**config.mk**
```make
export PLATFORM = sky130hd
export DESIGN_NAME = pipeline_ifr_queue
export DESIGN_NICKNAME = d
export VERILOG_FILES = /design/src/rtl/pipeline_ifr_queue.sv
export SDC_FILE = /design/constraint.sdc
export NUM_CORES = 1
export LEC_CHECK = 0
export BUFFER_PORTS_ARGS = -buffer_cell sky130_fd_sc_hd__clkbuf_2
export CELL_PAD_IN_SITES_DETAIL_PLACEMENT = 0
export CELL_PAD_IN_SITES_GLOBAL_PLACEMENT = 1
export CORE_UTILIZATION = 52
export DETAILED_ROUTE_END_ITERATION = 8
export PLACE_DENSITY_LB_ADDON = 0.1
export SLEW_MARGIN = 20
export SYNTH_ARGS = -nofsm -noshare
export SYNTH_HDL_FRONTEND = slang
export SYNTH_SLANG_ARGS = --single-unit
```
**constraint.sdc**
```tcl
create_clock -name clk -period 6.3 [get_ports clk]
set_clock_uncertainty 0.15 [all_clocks]
set_input_delay 0.315 -clock clk [delete_from_list [all_inputs] [get_ports clk]]
set_output_delay 0.315 -clock clk [all_outputs]
set_load 0.02 [all_outputs]
```
**src/rtl/pipeline_ifr_queue.sv**
```systemverilog
// Instruction-fetch-result queue between IFP and ID.
// Captures {PC, instruction} from the selected fetch channel once that
// channel has data. Presents the oldest entry to ID from registered state
// only. Holds IFP via ifp_hold while the data is not ready or the queue is full.
module pipeline_ifr_queue #(
  parameter int              XLEN        = 64,
  parameter int              ILEN        = 32,
  parameter int              DEPTH       = 4,
  parameter int              NCH         = 2,
  parameter logic [ILEN-1:0] BUBBLE_INST = 32'h00000013,
  localparam int             CSW         = (NCH > 1) ? $clog2(NCH) : 1
) (
  input  logic                clk,
  input  logic                reset,
  input  logic                stall,
  input  logic                flush,
  input  logic [XLEN-1:0]     pc_IFP,
  input  logic                pc_valid,
  input  logic [CSW-1:0]      ch_sel,
  input  logic [NCH*ILEN-1:0] ch_dout,
  input  logic [NCH-1:0]      ch_ready,
  output logic [XLEN-1:0]     pc_IFR,
  output logic [ILEN-1:0]     Instruction,
  output logic                inst_valid,
  output logic                ifp_hold,
  output logic [31:0]         wait_cycles
);

  localparam int PW = $clog2(DEPTH);
  localparam int CW = PW + 1;
  localparam logic [CW-1:0] FULL_COUNT = CW'(DEPTH);

  logic [XLEN-1:0] pc_mem   [DEPTH];
  logic [ILEN-1:0] inst_mem [DEPTH];
  logic [PW-1:0]   wr_ptr;
  logic [PW-1:0]   rd_ptr;
  logic [CW-1:0]   count;

  logic            sel_ok;
  logic [ILEN-1:0] sel_data;
  logic            push;
  logic            pop;
  logic            full;

  // Pick the ready flag and data of the addressed channel; an index with no
  // matching channel leaves sel_ok low, so it reads as "not ready".
  // NOTE: combinational blocks use blocking '=' and assign every output a
  // default first, so no latch is inferred on the no-match path.
  always_comb begin
    sel_ok   = 1'b0;
    sel_data = '0;
    for (int k = 0; k < NCH; k++) begin
      if (ch_sel == CSW'(k)) begin
        sel_ok   = ch_ready[k];
        sel_data = ch_dout[k*ILEN +: ILEN];
      end
    end
  end

  assign inst_valid = (count != '0);
  assign full       = (count == FULL_COUNT);
  assign pop        = inst_valid && !stall;
  assign push       = pc_valid && sel_ok && (!full || pop) && !flush;
  assign ifp_hold   = pc_valid && !push && !flush;

  // The head is driven from stored state only. An empty queue shows a bubble.
  assign pc_IFR      = inst_valid ? pc_mem[rd_ptr]   : '0;
  assign Instruction = inst_valid ? inst_mem[rd_ptr] : BUBBLE_INST;

  // Pointer and occupancy bookkeeping. Flush wins over push, pop and stall.
  // NOTE: sequential state uses non-blocking '<=' so every register samples
  // pre-edge values, independent of statement order.
  always_ff @(posedge clk or negedge reset) begin
    if (!reset) begin
      wr_ptr <= '0;
      rd_ptr <= '0;
      count  <= '0;
    end else if (flush) begin
      wr_ptr <= '0;
      rd_ptr <= '0;
      count  <= '0;
    end else begin
      if (push) wr_ptr <= wr_ptr + PW'(1);
      if (pop)  rd_ptr <= rd_ptr + PW'(1);
      case ({push, pop})
        2'b10:   count <= count + CW'(1);
        2'b01:   count <= count - CW'(1);
        default: count <= count;
      endcase
    end
  end

  // Entry storage, written at the tail on each accepted fetch.
  // NOTE: the storage array is deliberately not reset. Its contents are
  // masked by count, so clearing it would add reset fan-out for no
  // observable effect.
  always_ff @(posedge clk) begin
    if (push) begin
      pc_mem[wr_ptr]   <= pc_IFP;
      inst_mem[wr_ptr] <= sel_data;
    end
  end

  // Saturating count of cycles a presented fetch waited on its channel. A
  // flush does not clear it.
  always_ff @(posedge clk or negedge reset) begin
    if (!reset) begin
      wait_cycles <= '0;
    end else if (pc_valid && !sel_ok && !flush && (wait_cycles != '1)) begin
      wait_cycles <= wait_cycles + 32'd1;
    end
  end

endmodule

```
==> results.toml, run 1 <==
[synthesis]
synth.avg_cell_area_um2 = 20.16
syn_inst = 838
synth_cell_type_count = 42
number_of_synthesized_flops_with_an_enable_pin = 384
syn-cell-area_um2 = 16900
postSynth.topFlopCell = "sky130_fd_sc_hd__edfxtp_1"
synthesis.nets = 980
ys.warnings.count = 0
share_of_synthesized_flip_flops_with_an_asynchronous_set_or_reset = 0.09220
yosysSeqAreaShare = 0.7402
synth.ff_latch_count = 423

[routing]
drt-vias-per-instance = 5.345
m1WireLength_mm = 14.48
route.antenna.remaining_nets = 0
detailedRoute.firstIterationViolations = 585
drt_first_pass_iters = 5
route.final.wire_length_mm = 33.24
detailroute.wirelength.met2_mm = 16.19
detail_route.drc_violations = 0
total_number_of_vias = 9081
detailroute.wirelength.met3_mm = 1.852
highest-signal-layer = "met4"
route.detailed.wl_per_inst_um = 19.56

[die]
core_region_area_um2 = 31800
die_y_um = 182.3
ios = 266
design.die.area_um2 = 33220
fp-row-count = 65
initial_core_util = 0.5314
die_width_um = 182.3

[placement]
gp_routability_congestion = 0.7363
dp_worst_setup_slack_ns = 2.494
hpwl_after_dpl_mm = 20.29
place.detailed.instances = 1511
placement.io_buffers = 265

[min_path]
hold_path_class = "in -> reg"
depth_of_the_worst_hold_timing_path = 2

[worst_setup_path]
crit_buf_inv = 2
cpLargestDelayFamily = "flip-flops"
cpMaxStageDelayCell = "sky130_fd_sc_hd__dfrtp_4"
worst_ep_arrival_time_ns = 2.99
worst_r2r_startpoint = "count[1]$_DFFE_PN0P_"
number_of_stages_on_the_worst_setup_path = 4
worstSetupStartpointType = "register"
critical_path_peak_fanout = 58
endpoint = "Instruction[5]"
critPathKind = "reg -> out"
worst_ep_required_time_ns = 5.83
reg2reg_to = "pc_mem[2][52]$_DFFE_PP_"
crit_path_end_kind = "primary output"
critical_path.max_stage_delay_ns = 1.01
r2r_slack_ns = 3.41
timing.reg2reg.worst_path_depth = 4
worstSetupStartpoint = "rd_ptr[1]$_DFFE_PN0P_"
critical_path.cell_chain = "buf_4 > mux4_2 > and2_1 > clkbuf_2"

[run_status]
status = "completed"

[timing]
finalMaxSlewViolations = 0
worstMarginPinSlew_ns = 0.8941
report.final.hold_viol_count = 0
rsz0062_at_grt = "no"
setup_viol = 0
period_minus_slack_ns = 3.450
worst_slack_ns = 2.850
final.setup.tns_ns = 0
maxSlewHeadroom = 0.4039
period_share = 0.5477
max_clock_freq_mhz = 289.8

[cts]
insertion_delay_ns = 0.53
clock-root-buffer = "sky130_fd_sc_hd__clkbuf_16"
cts_tree = "done"
clk_path_buf_depth = 3
cts_buffers = 44
clock-sinks = 423
postCtsSetupRepairBufs = 0
cts_max_level = 2
clk_pin_slew_worst_paths_ns = 0.06

[final_layout]
fraction_of_layout_cells_with_a_size_suffix_above_1 = 0.3808
fillCellCount = 2244
synthToLayoutAreaGrowth_pct = 25.05
multi_input_logic_area_um2 = 4205
fin_cells = 1699
sequential_cell_area_um2 = 12510
nets = 1372

[global_route]
gr-total-overflow = 0
grt_pass1_vias = 9367
first_pass_grt_wire_length_mm = 52.40
grt_start_max_net_pins = 61
overall_routing_resource_usage = 0.2073
antenna_found_initial = 1

[run]
max_cap_viol_count = 0

[power_and_ir_drop]
power.leakage_nw = 7.641
peakVddDrop_mv = 0.2459
power.density_nw_per_um2 = 315.4
==> cells in the mapped netlist (2+ instances only) <==
library cell	count	area (um2)
sky130_fd_sc_hd__mux2i_1	2	20.02
sky130_fd_sc_hd__and2_1	101	631.9
sky130_fd_sc_hd__mux2_2	34	382.9
sky130_fd_sc_hd__nor2_1	13	48.80
sky130_fd_sc_hd__nand2b_1	2	12.51
sky130_fd_sc_hd__or2_2	3	18.77
sky130_fd_sc_hd__clkbuf_1	23	86.33
sky130_fd_sc_hd__a311oi_1	2	17.52
sky130_fd_sc_hd__and3_1	13	81.33
sky130_fd_sc_hd__xnor2_1	22	192.7
sky130_fd_sc_hd__mux4_2	96	2162
sky130_fd_sc_hd__a31oi_1	2	12.51
sky130_fd_sc_hd__and4_1	2	17.52
sky130_fd_sc_hd__inv_1	4	15.01
sky130_fd_sc_hd__buf_6	2	22.52
sky130_fd_sc_hd__nand4_1	16	100.1
sky130_fd_sc_hd__nand3_1	13	65.06
sky130_fd_sc_hd__nor4_1	3	18.77
sky130_fd_sc_hd__buf_2	12	60.06
sky130_fd_sc_hd__ha_1	5	62.56
sky130_fd_sc_hd__edfxtp_1	384	11530
sky130_fd_sc_hd__dfrtp_1	39	975.9
sky130_fd_sc_hd__nor3_1	4	20.02
sky130_fd_sc_hd__xor2_1	11	96.34
sky130_fd_sc_hd__nor4_4	2	42.54
sky130_fd_sc_hd__buf_1	3	11.26
sky130_fd_sc_hd__nand2_1	10	37.54
==> where the power goes <==
part | internal [mW] | leakage [nW] | switching (mW)
combinational | 0.480 | 3.01 | 0.585
clock | 1.38 | 0.639 | 1.01
sequential | 3.13 | 3.99 | 0.0813
total | 4.99 | 7.64 | 1.67
==> worst register-to-register path: cells and delay by family, from the launching register on <==
| family | cells | cell delay (ns) |
|---|---|---|
| flip-flops | 1 | 0.44 |
| buffers and inverters | 1 | 0.60 |
| AND/OR/NAND/NOR | 2 | 0.76 |
| AO/OA/AOI/OAI | 1 | 0.57 |
==> repair_timing <==
item,4_1_cts,5_1_grt
hold buffers,108,0
resized for setup,0,0
endpoints found under the hold margin,386,0
==> flip-flops by register name, summed over array words and instances, names as in the netlist <==
signal / flops
wait_cycles: 32
count: 3
pc_mem: 256
inst_mem: 128
rd_ptr: 2
wr_ptr: 2
==> layer usage <==
layer  global-route usage  vias to the layer above
met5                    0                        -
met4              0.05782                        0
li1                     -                     4129
met2               0.3332                      283
met3              0.03512                       51
met1               0.2964                     4618
==> worst min path at each step <==
stage / to / slack [ns] / startpoint
global placement: wait_cycles[12]$_DFFE_PN0P_ / 0.26 / reset
detailed placement: wait_cycles[13]$_DFFE_PN0P_ / 0.27 / reset
CTS: inst_mem[3][0]$_DFFE_PP_ / 0.002 / ch_dout[0]
global route: inst_mem[3][5]$_DFFE_PP_ / 0.02 / ch_dout[37]
finish: inst_mem[1][0]$_DFFE_PP_ / 0.02 / ch_dout[0]
floorplan: count[0]$_DFFE_PN0P_ / -0.13 / reset
==> final cells by class <==
| cell class | instances | area share |
|---|---|---|
| sequential | 423 | 0.5923 |
| multi-input combinational | 371 | 0.1990 |
| timing repair buffer | 386 | 0.1191 |
| clock buffer | 60 | 0.05696 |
| tap | 435 | 0.02576 |
| clock inverter | 19 | 0.006040 |
| inverter | 4 | 0.0007106 |
| antenna | 1 | 0.0001184 |
==> metrics by stage <==
stage,util,hold WS (ns),power (mW),instance area [um2]
after floorplan,-,-0.1306,3.937,16900
after global placement,0.5886,0.2642,4.292,18720
after detailed placement,0.5886,0.2661,4.300,18720
after CTS,0.6644,0.001798,6.740,21130
after global routing,0.6645,0.01691,6.925,21130
final,0.6645,0.01914,6.664,21130
==> placed cells by master, fill, tap and decap left out, types with 2 or more instances in the layout <==
cell                            netlist  routed
sky130_fd_sc_hd__a311oi_1             2       2
sky130_fd_sc_hd__a31oi_1              2       2
sky130_fd_sc_hd__and2_1             101      97
sky130_fd_sc_hd__and2_4               0       4
sky130_fd_sc_hd__and3_1              13      13
sky130_fd_sc_hd__and4_1               2       2
sky130_fd_sc_hd__buf_4                0      12
sky130_fd_sc_hd__clkbuf_1            23      14
sky130_fd_sc_hd__clkbuf_16            0      46
sky130_fd_sc_hd__clkbuf_2             0     265
sky130_fd_sc_hd__clkinv_1             0       9
sky130_fd_sc_hd__clkinv_2             0       5
sky130_fd_sc_hd__clkinvlp_4           0       3
sky130_fd_sc_hd__dfrtp_1             39      37
sky130_fd_sc_hd__dfrtp_4              0       2
sky130_fd_sc_hd__dlygate4sd3_1        0     108
sky130_fd_sc_hd__edfxtp_1           384     384
sky130_fd_sc_hd__ha_1                 5       5
sky130_fd_sc_hd__inv_1                4       3
sky130_fd_sc_hd__mux2_2              34      34
sky130_fd_sc_hd__mux2i_1              2       2
sky130_fd_sc_hd__mux4_2              96      96
sky130_fd_sc_hd__nand2_1             10      10
sky130_fd_sc_hd__nand2b_1             2       2
sky130_fd_sc_hd__nand3_1             13      13
sky130_fd_sc_hd__nand4_1             16      16
sky130_fd_sc_hd__nor2_1              13      13
sky130_fd_sc_hd__nor3_1               4       4
sky130_fd_sc_hd__nor4_1               3       3
sky130_fd_sc_hd__nor4_4               2       2
sky130_fd_sc_hd__or2_2                3       3
sky130_fd_sc_hd__xnor2_1             22      22
sky130_fd_sc_hd__xor2_1              11      11
==> cell families after synthesis <==
family	share of synthesized area
multiplexers	0.1527
flip-flops	0.7402
adder cells (fa/ha/maj)	0.004887
AO/OA/AOI/OAI	0.004295
buffers and inverters	0.01155
XOR/XNOR	0.01710
AND/OR/NAND/NOR	0.06931
Power figures use the tool's default switching activity.
==> run 2: changes to the inputs <==
CORE_UTILIZATION = 49   (was 52)
clock period = 3.4 ns   (was 6.3 ns; I/O delays follow)
==> results.toml, run 2 (same netlist as run 1, synthesis figures left out) <==
[cts]
postCtsResizedCells = 0
clk_path_buf_depth = 3
cts_buffers = 44
post_cts_hold_buffer_count = 132
cts_tree = "done"
clk_pin_slew_worst_paths_ns = 0.05
postCtsSetupRepairBufs = 0
clock-root-buffer = "sky130_fd_sc_hd__clkbuf_16"
clock-sinks = 423
cts_max_level = 2
insertion_delay_ns = 0.54

[die]
ios = 266
fp-row-count = 67
die_width_um = 187.7
core_region_area_um2 = 33700
initial_core_util = 0.5014
die_y_um = 187.7
design.die.area_um2 = 35230

[final_layout]
reg_top3 = "pc_mem: 256 flops, inst_mem: 128 flops, wait_cycles: 32 flops"
max_reg_flops = 256
antenna_cells = 0
fraction_of_layout_cells_with_a_size_suffix_above_1 = 0.3831
multi_input_logic_area_um2 = 4205
synthToLayoutAreaGrowth_pct = 28.08
sequential_cell_area_um2 = 12510
fin_cells = 1748
fillCellCount = 2456
nets = 1406
mostFrequentLayoutCells = "sky130_fd_sc_hd__edfxtp_1, sky130_fd_sc_hd__clkbuf_2, sky130_fd_sc_hd__dlygate4sd3_1"
mostFrequentLayoutCell = "sky130_fd_sc_hd__edfxtp_1"
largest_register = "pc_mem"

[timing]
max_clock_freq_mhz = 340.4
period_share = 0.8641
report.final.hold_viol_count = 0
rsz0062_at_grt = "no"
finalMaxSlewViolations = 0
period_minus_slack_ns = 2.938
final.setup.tns_ns = 0
setup_viol = 0
maxSlewHeadroom = 0.4574
worstMarginPinSlew_ns = 0.8101

[worst_setup_path]
worstSetupStartpoint = "rd_ptr[0]$_DFFE_PN0P_"
critical_path_peak_fanout = 26
r2r_slack_ns = 0.97
worstSetupStartpointType = "register"
endpoint = "pc_IFR[37]"
reg2reg_to = "count[2]$_DFFE_PN0P_"
worst_r2r_startpoint = "count[1]$_DFFE_PN0P_"
timing.reg2reg.worst_path_depth = 8
crit_path_end_kind = "primary output"
worst_ep_arrival_time_ns = 2.62
critPathKind = "reg -> out"
worst_ep_required_time_ns = 3.08

[global_route]
overall_routing_resource_usage = 0.1957
gr-total-overflow = 0
antenna_found_initial = 0
grt_pass1_vias = 9555
first_pass_grt_wire_length_mm = 53.03
grt_start_max_net_pins = 47

[power_and_ir_drop]
comb_power_share = 0.167
clock_group_share_of_total_power = 0.360
peakVddDrop_mv = 0.5111
total_switching_power_mw = 3.149
power.leakage_nw = 7.867
p_int_mw = 9.375
finalPower_mw = 12.52
power_switching_share = 0.2514
power.sequential.fraction = 0.474
power.density_nw_per_um2 = 578.7

[routing]
total_number_of_vias = 9125
route.final.wire_length_mm = 33.78
drt-vias-per-instance = 5.220
detailedRoute.firstIterationViolations = 524
route.detailed.wl_per_inst_um = 19.32
detail_route.drc_violations = 0
route.antenna.remaining_nets = 0
drt_first_pass_iters = 4

[placement]
place.detailed.instances = 1534
gp_routability_congestion = 0.7159
hpwl_after_dpl_mm = 20.77
placement.io_buffers = 265

[min_path]
hold_path_class = "in -> reg"

[run_status]
status = "completed"

[run]
max_cap_viol_count = 0
==> run 2: changes by cell type in the layout (fill, tap and decap cells not counted), moves of 2 or more <==
cell,delta
sky130_fd_sc_hd__buf_12,+11
sky130_fd_sc_hd__clkinv_2,+5
sky130_fd_sc_hd__dlygate4sd3_1,+24
sky130_fd_sc_hd__clkbuf_16,-2
sky130_fd_sc_hd__clkbuf_8,+3
sky130_fd_sc_hd__clkbuf_1,-4
sky130_fd_sc_hd__clkinvlp_4,-2
==> run 2: through the flow <==
| step | utilization | setup WS [ns] | instance area (um2) | hold slack [ns] |
|---|---|---|---|---|
| detailed placement | 0.5622 | 0.9618 | 18940 | 0.1311 |
| floorplan | - | 0.6673 | 16900 | -0.2756 |
| global placement | 0.5622 | 0.9657 | 18940 | 0.1275 |
| finish | 0.6422 | 0.4619 | 21640 | 0.08274 |
| global route | 0.6422 | 0.2772 | 21640 | 0.09298 |
| CTS | 0.6422 | 0.3812 | 21640 | 0.06560 |
==> run 2: how the worst min path moves through the flow <==
stage                startpoint                          end  slack (ns)  cells after the start
global placement          reset  wait_cycles[12]$_DFFE_PN0P_        0.13                      1
global route        ch_ready[1]  wait_cycles[30]$_DFFE_PN0P_        0.09                      5
floorplan                 reset         count[0]$_DFFE_PN0P_       -0.28                      0
finish              ch_ready[0]  wait_cycles[30]$_DFFE_PN0P_        0.08                      5
CTS                 ch_ready[1]  wait_cycles[30]$_DFFE_PN0P_        0.07                      5
detailed placement        reset  wait_cycles[14]$_DFFE_PN0P_        0.13                      1
==> run 2: worst max-delay path, stage by stage, from the launching register on <==
cell                       delay [ns]
sky130_fd_sc_hd__dfrtp_4         0.80
sky130_fd_sc_hd__buf_4           0.41
sky130_fd_sc_hd__mux4_2          0.54
sky130_fd_sc_hd__and2_1          0.18
sky130_fd_sc_hd__clkbuf_2        0.15
==> run 2: power by group through the flow <==
stage,combinational [mW],clock [mW],sequential [mW]
after floorplan,1.29,0,6.00
after global placement,1.98,0,6.04
after detailed placement,1.99,0,6.04
after CTS,2.13,4.61,5.94
after global routing,2.25,4.81,5.95
final,2.09,4.50,5.93
==> run 2: cell type report <==
class	count	share of cell area
repair buffers	420	0.1372
inverters	4	0.0006938
flip-flops and latches	423	0.5783
well taps	448	0.02590
multi-input cells	371	0.1943
clock buffers	57	0.05452
clock inverters	25	0.009077
==> run 2: routing by layer <==
layer | part of all wire | track usage | vias to the layer above
met5 | 0 | 0 | -
met1 | 0.42 | 0.2584 | 4627
met2 | 0.50 | 0.3313 | 236
met4 | 0.018 | 0.05316 | 0
met3 | 0.058 | 0.04061 | 51
li1 | - | - | 4211
==> run 3: changes to the inputs <==
ABC_AREA = 1   (was default)
CELL_PAD_IN_SITES_DETAIL_PLACEMENT = default   (was 0)
CELL_PAD_IN_SITES_GLOBAL_PLACEMENT = default   (was 1)
CORE_UTILIZATION = 55   (was 49)
CTS_BUF_LIST = sky130_fd_sc_hd__clkbuf_16   (was default)
PLACE_DENSITY = 0.77   (was default)
PLACE_DENSITY_LB_ADDON = default   (was 0.1)
==> results.toml, run 3 <==
[routing]
total_number_of_vias = 13310
detailedRoute.firstIterationViolations = 1078
detail_route.drc_violations = 0
drt-vias-per-instance = 5.460
drt_first_pass_iters = 5
route.antenna.remaining_nets = 0
route.final.wire_length_mm = 42.96
route.detailed.wl_per_inst_um = 17.63

[cts]
clk_pin_slew_worst_paths_ns = 0.06
postCtsSetupRepairBufs = 0
cts_tree = "done"
clk_path_buf_depth = 3
postCtsResizedCells = 0
cts_buffers = 43
clock-root-buffer = "sky130_fd_sc_hd__clkbuf_16"
clock-sinks = 423
insertion_delay_ns = 0.53
cts_max_level = 2

[final_layout]
fin_cells = 2437
reg_top3 = "pc_mem: 256 flops, inst_mem: 128 flops, wait_cycles: 32 flops"
synthToLayoutAreaGrowth_pct = 25.45
multi_input_logic_area_um2 = 4760
mostFrequentLayoutCell = "sky130_fd_sc_hd__nor2_1"
mostFrequentLayoutCells = "sky130_fd_sc_hd__nor2_1, sky130_fd_sc_hd__edfxtp_1, sky130_fd_sc_hd__nand2_1"
sequential_cell_area_um2 = 12510
stdcell_area_um2 = 22300
largest_register = "pc_mem"
fraction_of_layout_cells_with_a_size_suffix_above_1 = 0.1800
fillCellCount = 2140
nets = 2140
max_reg_flops = 256

[worst_setup_path]
worst_ep_arrival_time_ns = 2.86
critPathKind = "reg -> out"
worstSetupStartpointType = "register"
r2r_slack_ns = 0.88
reg2reg_to = "count[2]$_DFFE_PN0P_"
worst_r2r_startpoint = "count[0]$_DFFE_PN0P_"
timing.reg2reg.worst_path_depth = 12
critical_path_peak_fanout = 78
crit_path_end_kind = "primary output"
worst_ep_required_time_ns = 3.08

[global_route]
grt_pass1_vias = 13210
first_pass_grt_wire_length_mm = 67.29
antenna_found_initial = 2
grt_start_max_net_pins = 194
overall_routing_resource_usage = 0.2603
gr-total-overflow = 0

[synthesis]
yosysTopAreaCell = "sky130_fd_sc_hd__edfxtp_1"
netlist_top_cells_area = "sky130_fd_sc_hd__edfxtp_1, sky130_fd_sc_hd__nor2_1, sky130_fd_sc_hd__nand2_1"
ys_top_cells_by_count = "sky130_fd_sc_hd__nor2_1, sky130_fd_sc_hd__edfxtp_1, sky130_fd_sc_hd__nand2_1"
ys.warnings.count = 0
syn-cell-area_um2 = 17770
yosys.area_share.xor_xnor = 0.009363
combinational_family_with_the_most_area_after_synthesis = "simple AND/OR/NAND/NOR gates"
synth_cell_type_count = 29
synth_simple_gate_area_frac = 0.1678
synth.ff_latch_count = 423
postSynth.topFlopCell = "sky130_fd_sc_hd__edfxtp_1"
synth.mux.area_fraction = 0
synth.most_common_cell = "sky130_fd_sc_hd__nor2_1"
share_of_synthesized_flip_flops_with_an_asynchronous_set_or_reset = 0.09220
synth.avg_cell_area_um2 = 10.93
synth_adder_area_share = 0.004646
number_of_synthesized_flops_with_an_enable_pin = 384
post-synth-top-area-fraction = 0.6488
yosysSeqAreaShare = 0.7037
synthesis.nets = 1768
synth_compound_gate_area_share = 0.08427
syn_inst = 1626

[timing]
setup_viol = 0
report.final.hold_viol_count = 0
whs_ns = 0.04954
max_clock_freq_mhz = 314.7
period_share = 0.9346
maxSlewHeadroom = 0.3433
rsz0062_at_grt = "no"
period_minus_slack_ns = 3.178
finalMaxSlewViolations = 0
worstMarginPinSlew_ns = 0.9851

[placement]
hpwl_after_dpl_mm = 23.82
gp_routability_congestion = 0.9022
place_area_um2 = 19490
place.detailed.instances = 2223
placement.io_buffers = 265

[die]
core_region_area_um2 = 31640
initial_core_util = 0.5618
fp-row-count = 65
design.die.area_um2 = 33040
ios = 266
die_y_um = 181.8
die_width_um = 181.8

[run]
max_cap_viol_count = 0

[power_and_ir_drop]
power.leakage_nw = 8.792
peakVddDrop_mv = 0.6600
power.density_nw_per_um2 = 686.9

[run_status]
status = "completed"

[min_path]
depth_of_the_worst_hold_timing_path = 6
hp-start = "ch_ready[1]"
worst_hold_path.endpoint = "wr_ptr[0]$_DFFE_PN0P_"
hold_path_class = "in -> reg"
==> run 3: cell types whose count changed after synthesis, sizes merged, moves of 24 or more <==
| cell | before | now |
|---|---|---|
| o21ai | 1 | 198 |
| a21oi | 2 | 96 |
| nand2 | 10 | 287 |
| mux4 | 96 | 0 |
| inv | 4 | 37 |
| nor2 | 13 | 438 |
| and2 | 101 | 0 |
| buf | 17 | 41 |
| mux2 | 35 | 0 |
==> run 3: kinds of logic after synthesis <==
group / after synthesis
buffers and inverters: 123
adder cells (fa/ha/maj): 6
XOR/XNOR: 19
flip-flops: 423
AND/OR/NAND/NOR: 758
AO/OA/AOI/OAI: 297
==> run 3: worst max-delay path, stage by stage, from the launching register on <==
cell                       delay, ns
sky130_fd_sc_hd__dfrtp_4        0.66
sky130_fd_sc_hd__clkinv_2       0.42
sky130_fd_sc_hd__buf_12         0.37
sky130_fd_sc_hd__nor2_1         0.18
sky130_fd_sc_hd__o21ai_0        0.14
sky130_fd_sc_hd__a21oi_1        0.27
sky130_fd_sc_hd__clkbuf_2       0.22
==> run 3: worst max-delay path by stage <==
stage,startpoint,endpoint,slack (ns),depth (start not counted)
after floorplan,ch_sel,inst_mem[0][0]$_DFFE_PP_,-0.51,7
after global placement,ch_sel,pc_mem[0][25]$_DFFE_PP_,0.84,8
after detailed placement,ch_sel,pc_mem[0][52]$_DFFE_PP_,0.79,8
after CTS,rd_ptr[1]$_DFFE_PN0P_,Instruction[10],0.26,6
after global routing,rd_ptr[1]$_DFFE_PN0P_,Instruction[3],0.06,6
final,rd_ptr[1]$_DFFE_PN0P_,Instruction[3],0.22,6
==> run 3: what timing repair did <==
action / CTS / global route
hold buffers: 132 / 0
endpoints found under the hold margin: 430 / 0
setup endpoints to repair: 0 / 0
==> run 3: layout make-up <==
class	count	area share
Inverter	37	0.006566
Multi-Input combinational cell	1080	0.2135
Timing Repair Buffer	413	0.1297
Antenna cell	2	0.0002245
Sequential cell	423	0.5613
Tap cell	402	0.02256
Clock buffer	44	0.04938
Clock inverter	36	0.01678
==> run 3: through the flow <==
stage | power (mW) | setup slack, ns | utilization | setup TNS (ns)
floorplan | 8.839 | -0.5134 | - | -197.14
global placement | 10.32 | 0.8420 | 0.6162 | 0
detailed placement | 10.37 | 0.7937 | 0.6162 | 0
CTS | 15.36 | 0.2578 | 0.7046 | 0
global route | 16.00 | 0.05765 | 0.7047 | 0
finish | 15.32 | 0.2225 | 0.7048 | 0
==> run 3: power breakdown <==
part	total, mW	switching [mW]	internal [mW]
clock	4.86	1.90	2.96
combinational	4.48	3.19	1.29
sequential	5.98	0.104	5.87
total	15.3	5.19	10.1
==> run 3: routing by layer <==
metal  track usage  vias up  share of wire
met4        0.1081        0          0.035
met2        0.4366      549           0.49
met1        0.3370     6351           0.41
li1              -     6305              -
met3       0.04533      101          0.070
met5             0        -              0
